## config.mk

```make
export PLATFORM = sky130hd
export DESIGN_NAME = accel_img_stream_ctrl_flat
export DESIGN_NICKNAME = d
export VERILOG_FILES = /design/src/rtl/accel_img_stream_ctrl_if.sv /design/src/rtl/accel_img_stream_ctrl.sv /design/src/flat_wrapper.sv
export SDC_FILE = /design/constraint.sdc
export NUM_CORES = 2
export LEC_CHECK = 0
export BUFFER_PORTS_ARGS = -buffer_cell sky130_fd_sc_hd__buf_4
export CELL_PAD_IN_SITES_DETAIL_PLACEMENT = 1
export CELL_PAD_IN_SITES_GLOBAL_PLACEMENT = 1
export CORE_UTILIZATION = 45
export DETAILED_ROUTE_END_ITERATION = 10
export GPL_ROUTABILITY_DRIVEN = 1
export PLACE_DENSITY = 0.78
export SLEW_MARGIN = 5
export SYNTH_ARGS = -nofsm -noshare
export SYNTH_HDL_FRONTEND = slang
export SYNTH_SLANG_ARGS = --single-unit
```

## constraint.sdc

```tcl
create_clock -name i_clk -period 3.5 [get_ports i_clk]
set_input_delay 0.35 -clock i_clk [delete_from_list [all_inputs] [get_ports i_clk]]
set_output_delay 0.35 -clock i_clk [all_outputs]
set_load 0.05 [all_outputs]
```

## src/rtl/accel_img_stream_ctrl_if.sv

```systemverilog
// ============================================================================
// Module      : accel_img_stream_ctrl_if
// Description : Register-write, command and AXI-Stream bundle for
//               accel_img_stream_ctrl. The slave modport is the engine side.
// Revision    : 1.0 - initial release
// ============================================================================
`default_nettype none

interface accel_img_stream_ctrl_if #(
  parameter int IMG_WORDS = 32,
  parameter int TDATA_W   = 128
);
  localparam int AW = $clog2(IMG_WORDS);

  // Fill-buffer write port and commands
  logic                 i_wr_en;
  logic [AW-1:0]        i_wr_addr;
  logic [31:0]          i_wr_data;
  logic [3:0]           i_wr_strb;
  logic                 i_cmd_start;
  logic                 i_cmd_abort;
  // Stream
  logic                 i_tready;
  logic [TDATA_W-1:0]   o_tdata;
  logic                 o_tvalid;
  logic                 o_tlast;
  logic [TDATA_W/8-1:0] o_tkeep;
  // Status
  logic                 o_image_done_pulse;
  logic                 o_busy;
  logic                 o_buf_full;
  logic [1:0]           o_err_sticky;
  logic [15:0]          o_img_count;

  modport slave (
    input  i_wr_en, i_wr_addr, i_wr_data, i_wr_strb, i_cmd_start, i_cmd_abort, i_tready,
    output o_tdata, o_tvalid, o_tlast, o_tkeep, o_image_done_pulse, o_busy,
           o_buf_full, o_err_sticky, o_img_count
  );

  modport master (
    output i_wr_en, i_wr_addr, i_wr_data, i_wr_strb, i_cmd_start, i_cmd_abort, i_tready,
    input  o_tdata, o_tvalid, o_tlast, o_tkeep, o_image_done_pulse, o_busy,
           o_buf_full, o_err_sticky, o_img_count
  );
endinterface

`default_nettype wire

```

## src/rtl/accel_img_stream_ctrl.sv

```systemverilog
// ============================================================================
// Module      : accel_img_stream_ctrl
// Description : Image buffer to AXI-Stream engine. Software fills a buffer
//               word by word, commits it with start, and the engine streams
//               committed images in order. One or two image buffers.
//               Optional macro ACC_IMG_CHECKSUM_EN adds o_checksum, the
//               mod-2^32 word sum of the last completed image.
//               Interface parameters must match IMG_WORDS / TDATA_W here.
// Revision    : 1.0 - initial release
// ============================================================================
`default_nettype none

module accel_img_stream_ctrl #(
  parameter int IMG_WORDS = 32,
  parameter int TDATA_W   = 128,
  parameter int NUM_BUF   = 2
) (
  input  logic                   i_clk,
  input  logic                   i_rst_n,
  accel_img_stream_ctrl_if.slave bus
`ifdef ACC_IMG_CHECKSUM_EN
  ,
  output logic [31:0]            o_checksum
`endif
);
  localparam int            AW        = $clog2(IMG_WORDS);
  localparam int            WPB       = TDATA_W / 32;
  localparam int            BEATS     = IMG_WORDS * 32 / TDATA_W;
  localparam int            BW        = (BEATS > 1) ? $clog2(BEATS) : 1;
  localparam logic [BW-1:0] LAST_BEAT = BW'(BEATS - 1);
  localparam bit            DUAL      = (NUM_BUF == 2);

  typedef enum logic [1:0] {
    S_IDLE   = 2'd0,
    S_LOAD   = 2'd1,
    S_STREAM = 2'd2,
    S_DONE   = 2'd3
  } state_t;

  state_t               state_q;
  logic                 wr_buf_q;      // buffer software is filling
  logic                 rd_buf_q;      // buffer streaming / next to stream
  logic [1:0]           busy_q;        // per buffer: committed or streaming
  logic [BW-1:0]        beat_q;
  logic                 abort_pend_q;
  logic [TDATA_W-1:0]   tdata_q;
  logic                 tvalid_q;
  logic                 tlast_q;
  logic                 done_q;
  logic [15:0]          count_q;
  logic [1:0]           err_q;
  // Slot 1 is never written or read when only one buffer is configured
  logic [31:0]          mem_q [2][IMG_WORDS];

  logic                 w_hs;
  logic                 w_rd_free;
  logic                 w_wr_locked;
  logic                 w_abort_now;
  logic                 w_start_req;
  logic                 w_start_ok;
  logic                 w_flush;
  logic [1:0]           busy_d;
  logic                 rd_buf_d;
  logic                 w_queue_nxt;
  logic [BW-1:0]        w_rd_beat;
  logic [TDATA_W-1:0]   w_beat_data;

  // Queue bookkeeping: a buffer freed in DONE is already free for a same-cycle start
  always_comb begin
    w_hs        = tvalid_q & bus.i_tready;
    w_rd_free   = (state_q == S_DONE) && (rd_buf_q == wr_buf_q);
    w_wr_locked = busy_q[wr_buf_q] && !w_rd_free;
    w_abort_now = bus.i_cmd_abort | abort_pend_q;
    w_start_req = bus.i_cmd_start && !w_abort_now;
    w_start_ok  = w_start_req && (!busy_q[wr_buf_q] || w_rd_free);
    busy_d      = busy_q;
    if (state_q == S_DONE) busy_d[rd_buf_q] = 1'b0;
    if (w_start_ok)        busy_d[wr_buf_q] = 1'b1;
    rd_buf_d    = (state_q == S_DONE && DUAL) ? ~rd_buf_q : rd_buf_q;
    w_queue_nxt = busy_d[rd_buf_d];
    // Abort outside STREAM is immediate; inside STREAM it waits for the held beat
    w_flush     = (bus.i_cmd_abort && state_q != S_STREAM) ||
                  (state_q == S_STREAM && w_abort_now && w_hs);
  end

  // Gather the next beat to present: beat 0 in LOAD, otherwise the one after beat_q
  always_comb begin
    w_beat_data = '0;
    w_rd_beat   = (state_q == S_LOAD) ? '0 : beat_q + 1'b1;
    for (int j = 0; j < WPB; j++) begin
      w_beat_data[j*32 +: 32] = mem_q[rd_buf_q][AW'(int'(w_rd_beat) * WPB + j)];
    end
  end

  // Byte-merged word writes into the fill buffer; locked buffers are left alone
  always_ff @(posedge i_clk) begin
    if (bus.i_wr_en && !w_wr_locked) begin
      for (int b = 0; b < 4; b++) begin
        if (bus.i_wr_strb[b]) mem_q[wr_buf_q][bus.i_wr_addr][b*8 +: 8] <= bus.i_wr_data[b*8 +: 8];
      end
    end
  end

`ifdef ACC_IMG_CHECKSUM_EN
  logic [31:0] sum_q;
  logic [31:0] csum_q;
  logic [31:0] w_beat_sum;

  // Word sum of the beat currently presented on the stream
  always_comb begin
    w_beat_sum = '0;
    for (int j = 0; j < WPB; j++) w_beat_sum = w_beat_sum + tdata_q[j*32 +: 32];
  end

  assign o_checksum = csum_q;
`endif

  // Control FSM, stream output registers, queue state and sticky status
  always_ff @(posedge i_clk or negedge i_rst_n) begin
    if (!i_rst_n) begin
      state_q      <= S_IDLE;
      wr_buf_q     <= 1'b0;
      rd_buf_q     <= 1'b0;
      busy_q       <= '0;
      beat_q       <= '0;
      abort_pend_q <= 1'b0;
      tdata_q      <= '0;
      tvalid_q     <= 1'b0;
      tlast_q      <= 1'b0;
      done_q       <= 1'b0;
      count_q      <= '0;
      err_q        <= '0;
`ifdef ACC_IMG_CHECKSUM_EN
      sum_q        <= '0;
      csum_q       <= '0;
`endif
    end else begin
      done_q <= 1'b0;
      if (w_flush) begin
        state_q      <= S_IDLE;
        wr_buf_q     <= 1'b0;
        rd_buf_q     <= 1'b0;
        busy_q       <= '0;
        abort_pend_q <= 1'b0;
        tvalid_q     <= 1'b0;
        tlast_q      <= 1'b0;
        err_q        <= '0;
      end else if (state_q == S_STREAM && w_abort_now) begin
        // Hold the presented beat, marked as last, until the sink takes it
        abort_pend_q <= 1'b1;
        tlast_q      <= 1'b1;
      end else begin
        busy_q   <= busy_d;
        rd_buf_q <= rd_buf_d;
        if (w_start_ok && DUAL)                      wr_buf_q <= ~wr_buf_q;
        if (w_start_req && !w_start_ok)              err_q[0] <= 1'b1;
        if (!DUAL && bus.i_wr_en && w_wr_locked)     err_q[1] <= 1'b1;
        case (state_q)
          S_IDLE: begin
            if (w_queue_nxt) state_q <= S_LOAD;
          end
          S_LOAD: begin
            tdata_q  <= w_beat_data;
            tvalid_q <= 1'b1;
            tlast_q  <= (LAST_BEAT == '0);
            beat_q   <= '0;
`ifdef ACC_IMG_CHECKSUM_EN
            sum_q    <= '0;
`endif
            state_q  <= S_STREAM;
          end
          S_STREAM: begin
            if (w_hs) begin
`ifdef ACC_IMG_CHECKSUM_EN
              sum_q <= sum_q + w_beat_sum;
`endif
              if (beat_q == LAST_BEAT) begin
                tvalid_q <= 1'b0;
                tlast_q  <= 1'b0;
                done_q   <= 1'b1;
                count_q  <= count_q + 16'd1;
`ifdef ACC_IMG_CHECKSUM_EN
                csum_q   <= sum_q + w_beat_sum;
`endif
                state_q  <= S_DONE;
              end else begin
                beat_q  <= beat_q + 1'b1;
                tdata_q <= w_beat_data;
                tlast_q <= ((beat_q + 1'b1) == LAST_BEAT);
              end
            end
          end
          S_DONE: begin
            state_q <= w_queue_nxt ? S_LOAD : S_IDLE;
          end
          default: state_q <= S_IDLE;
        endcase
      end
    end
  end

  assign bus.o_tdata            = tdata_q;
  assign bus.o_tvalid           = tvalid_q;
  assign bus.o_tlast            = tlast_q;
  assign bus.o_tkeep            = {(TDATA_W/8){tvalid_q}};
  assign bus.o_image_done_pulse = done_q;
  assign bus.o_busy             = (state_q != S_IDLE) || (|busy_q);
  assign bus.o_buf_full         = DUAL ? (&busy_q) : busy_q[0];
  assign bus.o_err_sticky       = err_q;
  assign bus.o_img_count        = count_q;

endmodule

`default_nettype wire

```

## src/flat_wrapper.sv

```systemverilog
// flat-port wrapper written by rule: the top's interface ports become plain ports
module accel_img_stream_ctrl_flat 
#(
  parameter int IMG_WORDS = 32,
  parameter int TDATA_W   = 128,
  parameter int NUM_BUF   = 2
)
  (i_clk, i_rst_n, bus_i_wr_en, bus_i_wr_addr, bus_i_wr_data, bus_i_wr_strb, bus_i_cmd_start, bus_i_cmd_abort, bus_i_tready, bus_o_tdata, bus_o_tvalid, bus_o_tlast, bus_o_tkeep, bus_o_image_done_pulse, bus_o_busy, bus_o_buf_full, bus_o_err_sticky, bus_o_img_count);
  accel_img_stream_ctrl_if #(.IMG_WORDS(IMG_WORDS), .TDATA_W(TDATA_W)) bus_i ();
  input  logic i_clk;
  input  logic i_rst_n;
  input wire logic [$bits(bus_i.i_wr_en)-1:0] bus_i_wr_en;
  input wire logic [$bits(bus_i.i_wr_addr)-1:0] bus_i_wr_addr;
  input wire logic [$bits(bus_i.i_wr_data)-1:0] bus_i_wr_data;
  input wire logic [$bits(bus_i.i_wr_strb)-1:0] bus_i_wr_strb;
  input wire logic [$bits(bus_i.i_cmd_start)-1:0] bus_i_cmd_start;
  input wire logic [$bits(bus_i.i_cmd_abort)-1:0] bus_i_cmd_abort;
  input wire logic [$bits(bus_i.i_tready)-1:0] bus_i_tready;
  output wire logic [$bits(bus_i.o_tdata)-1:0] bus_o_tdata;
  output wire logic [$bits(bus_i.o_tvalid)-1:0] bus_o_tvalid;
  output wire logic [$bits(bus_i.o_tlast)-1:0] bus_o_tlast;
  output wire logic [$bits(bus_i.o_tkeep)-1:0] bus_o_tkeep;
  output wire logic [$bits(bus_i.o_image_done_pulse)-1:0] bus_o_image_done_pulse;
  output wire logic [$bits(bus_i.o_busy)-1:0] bus_o_busy;
  output wire logic [$bits(bus_i.o_buf_full)-1:0] bus_o_buf_full;
  output wire logic [$bits(bus_i.o_err_sticky)-1:0] bus_o_err_sticky;
  output wire logic [$bits(bus_i.o_img_count)-1:0] bus_o_img_count;
  assign bus_i.i_wr_en = bus_i_wr_en;
  assign bus_i.i_wr_addr = bus_i_wr_addr;
  assign bus_i.i_wr_data = bus_i_wr_data;
  assign bus_i.i_wr_strb = bus_i_wr_strb;
  assign bus_i.i_cmd_start = bus_i_cmd_start;
  assign bus_i.i_cmd_abort = bus_i_cmd_abort;
  assign bus_i.i_tready = bus_i_tready;
  assign bus_o_tdata = bus_i.o_tdata;
  assign bus_o_tvalid = bus_i.o_tvalid;
  assign bus_o_tlast = bus_i.o_tlast;
  assign bus_o_tkeep = bus_i.o_tkeep;
  assign bus_o_image_done_pulse = bus_i.o_image_done_pulse;
  assign bus_o_busy = bus_i.o_busy;
  assign bus_o_buf_full = bus_i.o_buf_full;
  assign bus_o_err_sticky = bus_i.o_err_sticky;
  assign bus_o_img_count = bus_i.o_img_count;
  accel_img_stream_ctrl #(.IMG_WORDS(IMG_WORDS), .TDATA_W(TDATA_W), .NUM_BUF(NUM_BUF)) u_core (.i_clk(i_clk), .i_rst_n(i_rst_n), .bus(bus_i));
endmodule
```

==> summary.txt <==
Floorplanning
  • Core Rows: ~160
  • Die W: between 400 and 500 um
  • Initial core utilization: 0.4527
  • Core ar.: between 150000 and 200000 um^2
  • Die height: between 400 and 500 um
  • Ports: between 200 and 250
  • Die Footprint: around 190000 um^2

Finish
  • Commonest non-fill, non-tap cells in the layout: edfxtp_1 (2048), buf_4 (496), mux4_2 (475)
  • Post-route insts no fill: 7283
  • Leading cell type in the layout, fill and taps excluded: edfxtp_1
  • Final nets: about 4700
  • Post-Layout Inst Area: 97510 um^2
  • Fillers: approximately 16000
  • Sequential cell area: 65460 um^2
  • Area growth syn-to-layout: 16.28%
  • Fraction of layout instances using a drive strength above 1: 0.2839
  • Post-layout util: 0.5264
  • Area of the multi-input gates: 17180 um^2

Placed design
  • Routability cong.: ~0.83
  • Port Buffers: about 210
  • Final HPWL DP: 147000 um
  • Cells after DPL: 6873
  • Placed cell area: 90120 um^2

Worst setup path
  • Worst Setup End Kind: flip-flop
  • Worst reg2reg setup slack: around 0.32 ns
  • R2r worst-path depth: 8
  • CP required: between 4 and 5 ns
  • Slowest stage cell on the critical path: ha_1
  • Worst setup SP type: flip-flop
  • Critical path's top delay family: buffers and inverters
  • Worst EP arrival: between 3 and 4 ns
  • Worst Path Buf+Inv: 3
  • Reg2reg end: u_core.bus.o_tdata[57]$_DFFE_PN0P_
  • Crit-path max FO: 74
  • Crit path kind: reg2reg
  • Worst path cell trace: clkinv_1, ha_1, inv_1, nand2_2, nor2_4, buf_12, a22oi_1, a31oi_1
  • Max incr delay on CP: around 0.54 ns
  • R2R Path Start: u_core.beat_q[0]$_DFFE_PN0P_

Route
  • First-pass DRT Iterations: 6
  • Post-route ant nets: 0
  • DR vias/cell: 6.239
  • Vias: 45440
  • Routed len/inst: around 33 um
  • Initial DRC Count: roughly 5600
  • Routed Wire Length: ~240000 um
  • Post-route DRC violation count: 0

Hold path
  • Worst Hold Launch: bus_i_wr_data[5]
  • Hold Path Class: in2reg
  • End of the worst hold path: u_core.mem_q[0][229]$_DFFE_PP_
  • Worst hold stages: 1

Synth
  • Post-synth top flop: edfxtp_1
  • Mapped Cells: 4123
  • Synthesized area: around 84000 um^2
  • Synth warn: 0
  • Mapped Nets: 4180
  • Syn Area/Cell: between 20 and 25 um^2
  • Netlist cell types: 53
  • Yosys reg bits: between 2000 and 2500
  • Register area share after synthesis: 0.7805
  • Post-synth EDFFs: just over 2000
  • Ys async rst share: 0.07162

Power and ir drop
  • Clk pwr share: 0.330
  • Cell internal pwr: between 50 and 60 mW
  • P per Cell Area: ~750 nW/um^2
  • Switching share of power: 0.3140
  • Static Leak: 31.44 nW
  • Maximum vdd drop: 0.6033 mV
  • Combinational share of power: 0.246
  • Seq pwr share: 0.424
  • Psw: between 20 and 25 mW

STA
  • Fin. Hold Viols: 0
  • Setup Skew: between 0.04 and 0.05 ns
  • Post-layout min period: between 3 and 4 ns
  • Max frequency: about 0.31 GHz
  • Tightest Pin Transition: 1.212 ns
  • Max-slew violations: 0
  • RSZ-0062 raised after global routing: no
  • Setup TNS: 0 ns
  • Slew headroom: 0.1917
  • # setup viols final: 0
  • Period utilisation layout: 0.9096

Clock tree
  • Hold_buf cts: 4
  • Clock buffer depth: 3
  • Clk sinks: roughly 2200
  • H-tree levels: 4
  • Clock Latency Late Sink: 0.85 ns
  • CTS Buf Count: 210
  • CTS root buf: clkbuf_16
  • Reg clk slew, reported paths: 0.06 ns
  • Post-CTS Setup Bufs: 0
  • TritonCTS clock tree: yes
  • Post_cts resized: 0

Global route
  • First-pass GRT wire length: 347000 um
  • GRT Residual Overflow: 0
  • Total track usage: 0.2590
  • Vias in the first global route: 48070
  • Antenna violations before repair: 11
  • Pin count of the biggest net entering global routing: 131

Run status
  • Status: complete, no violations

Run
  • Max-Cap Viols: 0
-- cell type report --
cell class                 count  share of cell area
sequential                  2206              0.6713
multi-input combinational   1641              0.1762
clock buffer                 278             0.05889
timing repair buffer         529             0.04450
tap                         2480             0.03182
clock inverter               122             0.01628
inverter                      21           0.0008084
antenna                        6           0.0001540
-- Yosys cell counts (all sizes together) (7+ instances only) --
cell | count | area, um^2
o21ai | 15 | 75.07
a221o | 14 | 140.1
inv | 20 | 75.07
a211o | 17 | 148.9
nor2 | 429 | 1615
xnor2 | 8 | 70.07
mux4 | 475 | 10700
a211oi | 19 | 147.6
xor2 | 10 | 87.58
mux2 | 10 | 112.6
clkbuf | 86 | 322.8
o32ai | 13 | 113.9
buf | 169 | 880.8
ha | 10 | 125.1
a21oi | 47 | 235.2
a22oi | 196 | 1471
nor4 | 18 | 112.6
nand2 | 148 | 555.5
o2bb2ai | 15 | 131.4
o22ai | 30 | 187.7
dfrtp | 158 | 3954
edfxtp | 2048 | 61500
nand4 | 7 | 43.79
a31oi | 99 | 619.3
-- stage by stage --
step | power, mW | setup slack [ns] | hold slack, ns
finish | 72.92 | 0.3163 | 0.07835
global route | 74.66 | 0.2711 | 0.09447
CTS | 73.17 | 0.4530 | 0.04991
detailed placement | 49.13 | 0.5420 | 0.4421
global placement | 48.61 | 0.6131 | 0.3999
floorplan | 42.16 | 0.7652 | 0.05441
-- registers in the layout (all words and copies together), names as in the netlist --
register and cells:
u_core.state_q 2, u_core.rd_buf_q 1, u_core.bus.o_img_count 16, u_core.beat_q 3, u_core.bus.o_image_done_pulse 1, u_core.busy_q 2, u_core.bus.o_err_sticky 1, u_core.bus.o_tvalid 1
u_core.wr_buf_q 1, u_core.bus.o_tdata 128, u_core.bus.o_tlast 1, u_core.abort_pend_q 1, u_core.mem_q 2048
-- layer usage --
layer,GRT usage,vias up,part of all wire
met5,0,-,0.00011
met3,0.04424,542,0.079
li1,-,17890,-
met2,0.4369,2691,0.51
met1,0.3292,24310,0.37
met4,0.1170,4,0.047
-- power groups by stage --
stage / combinational, mW / sequential (mW) / clock (mW)
6_report: 17.9 / 30.9 / 24.1
5_1_grt: 18.6 / 31.0 / 25.0
4_1_cts: 17.9 / 31.0 / 24.3
3_5_place_dp: 17.6 / 31.5 / 0
3_3_place_gp: 17.1 / 31.5 / 0
2_1_floorplan: 8.98 / 33.2 / 0
-- logic make-up after synthesis --
group / share of synthesized area
AO/OA/AOI/OAI: 0.04093
XOR/XNOR: 0.001880
adder cells (fa/ha/maj): 0.001492
buffers and inverters: 0.01529
flip-flops: 0.7805
multiplexers: 0.1289
other: 0.00004472
AND/OR/NAND/NOR: 0.03093
-- worst max-delay path by stage --
stage	start	to	slack, ns	cells after the start
5_1_grt	u_core.beat_q[0]$_DFFE_PN0P_	u_core.bus.o_tdata[57]$_DFFE_PN0P_	0.27	8
3_3_place_gp	u_core.rd_buf_q$_DFFE_PN0P_	u_core.bus.o_tdata[110]$_DFFE_PN0P_	0.61	6
4_1_cts	u_core.state_q[1]$_DFFE_PN0P_	u_core.bus.o_tdata[25]$_DFFE_PN0P_	0.45	8
2_1_floorplan	u_core.beat_q[0]$_DFFE_PN0P_	u_core.bus.o_tdata[58]$_DFFE_PN0P_	0.77	11
3_5_place_dp	bus_i_wr_addr[0]	u_core.mem_q[1][234]$_DFFE_PP_	0.54	4
6_report	u_core.beat_q[0]$_DFFE_PN0P_	u_core.bus.o_tdata[57]$_DFFE_PN0P_	0.32	8
(Power assumes the default switching activity.)
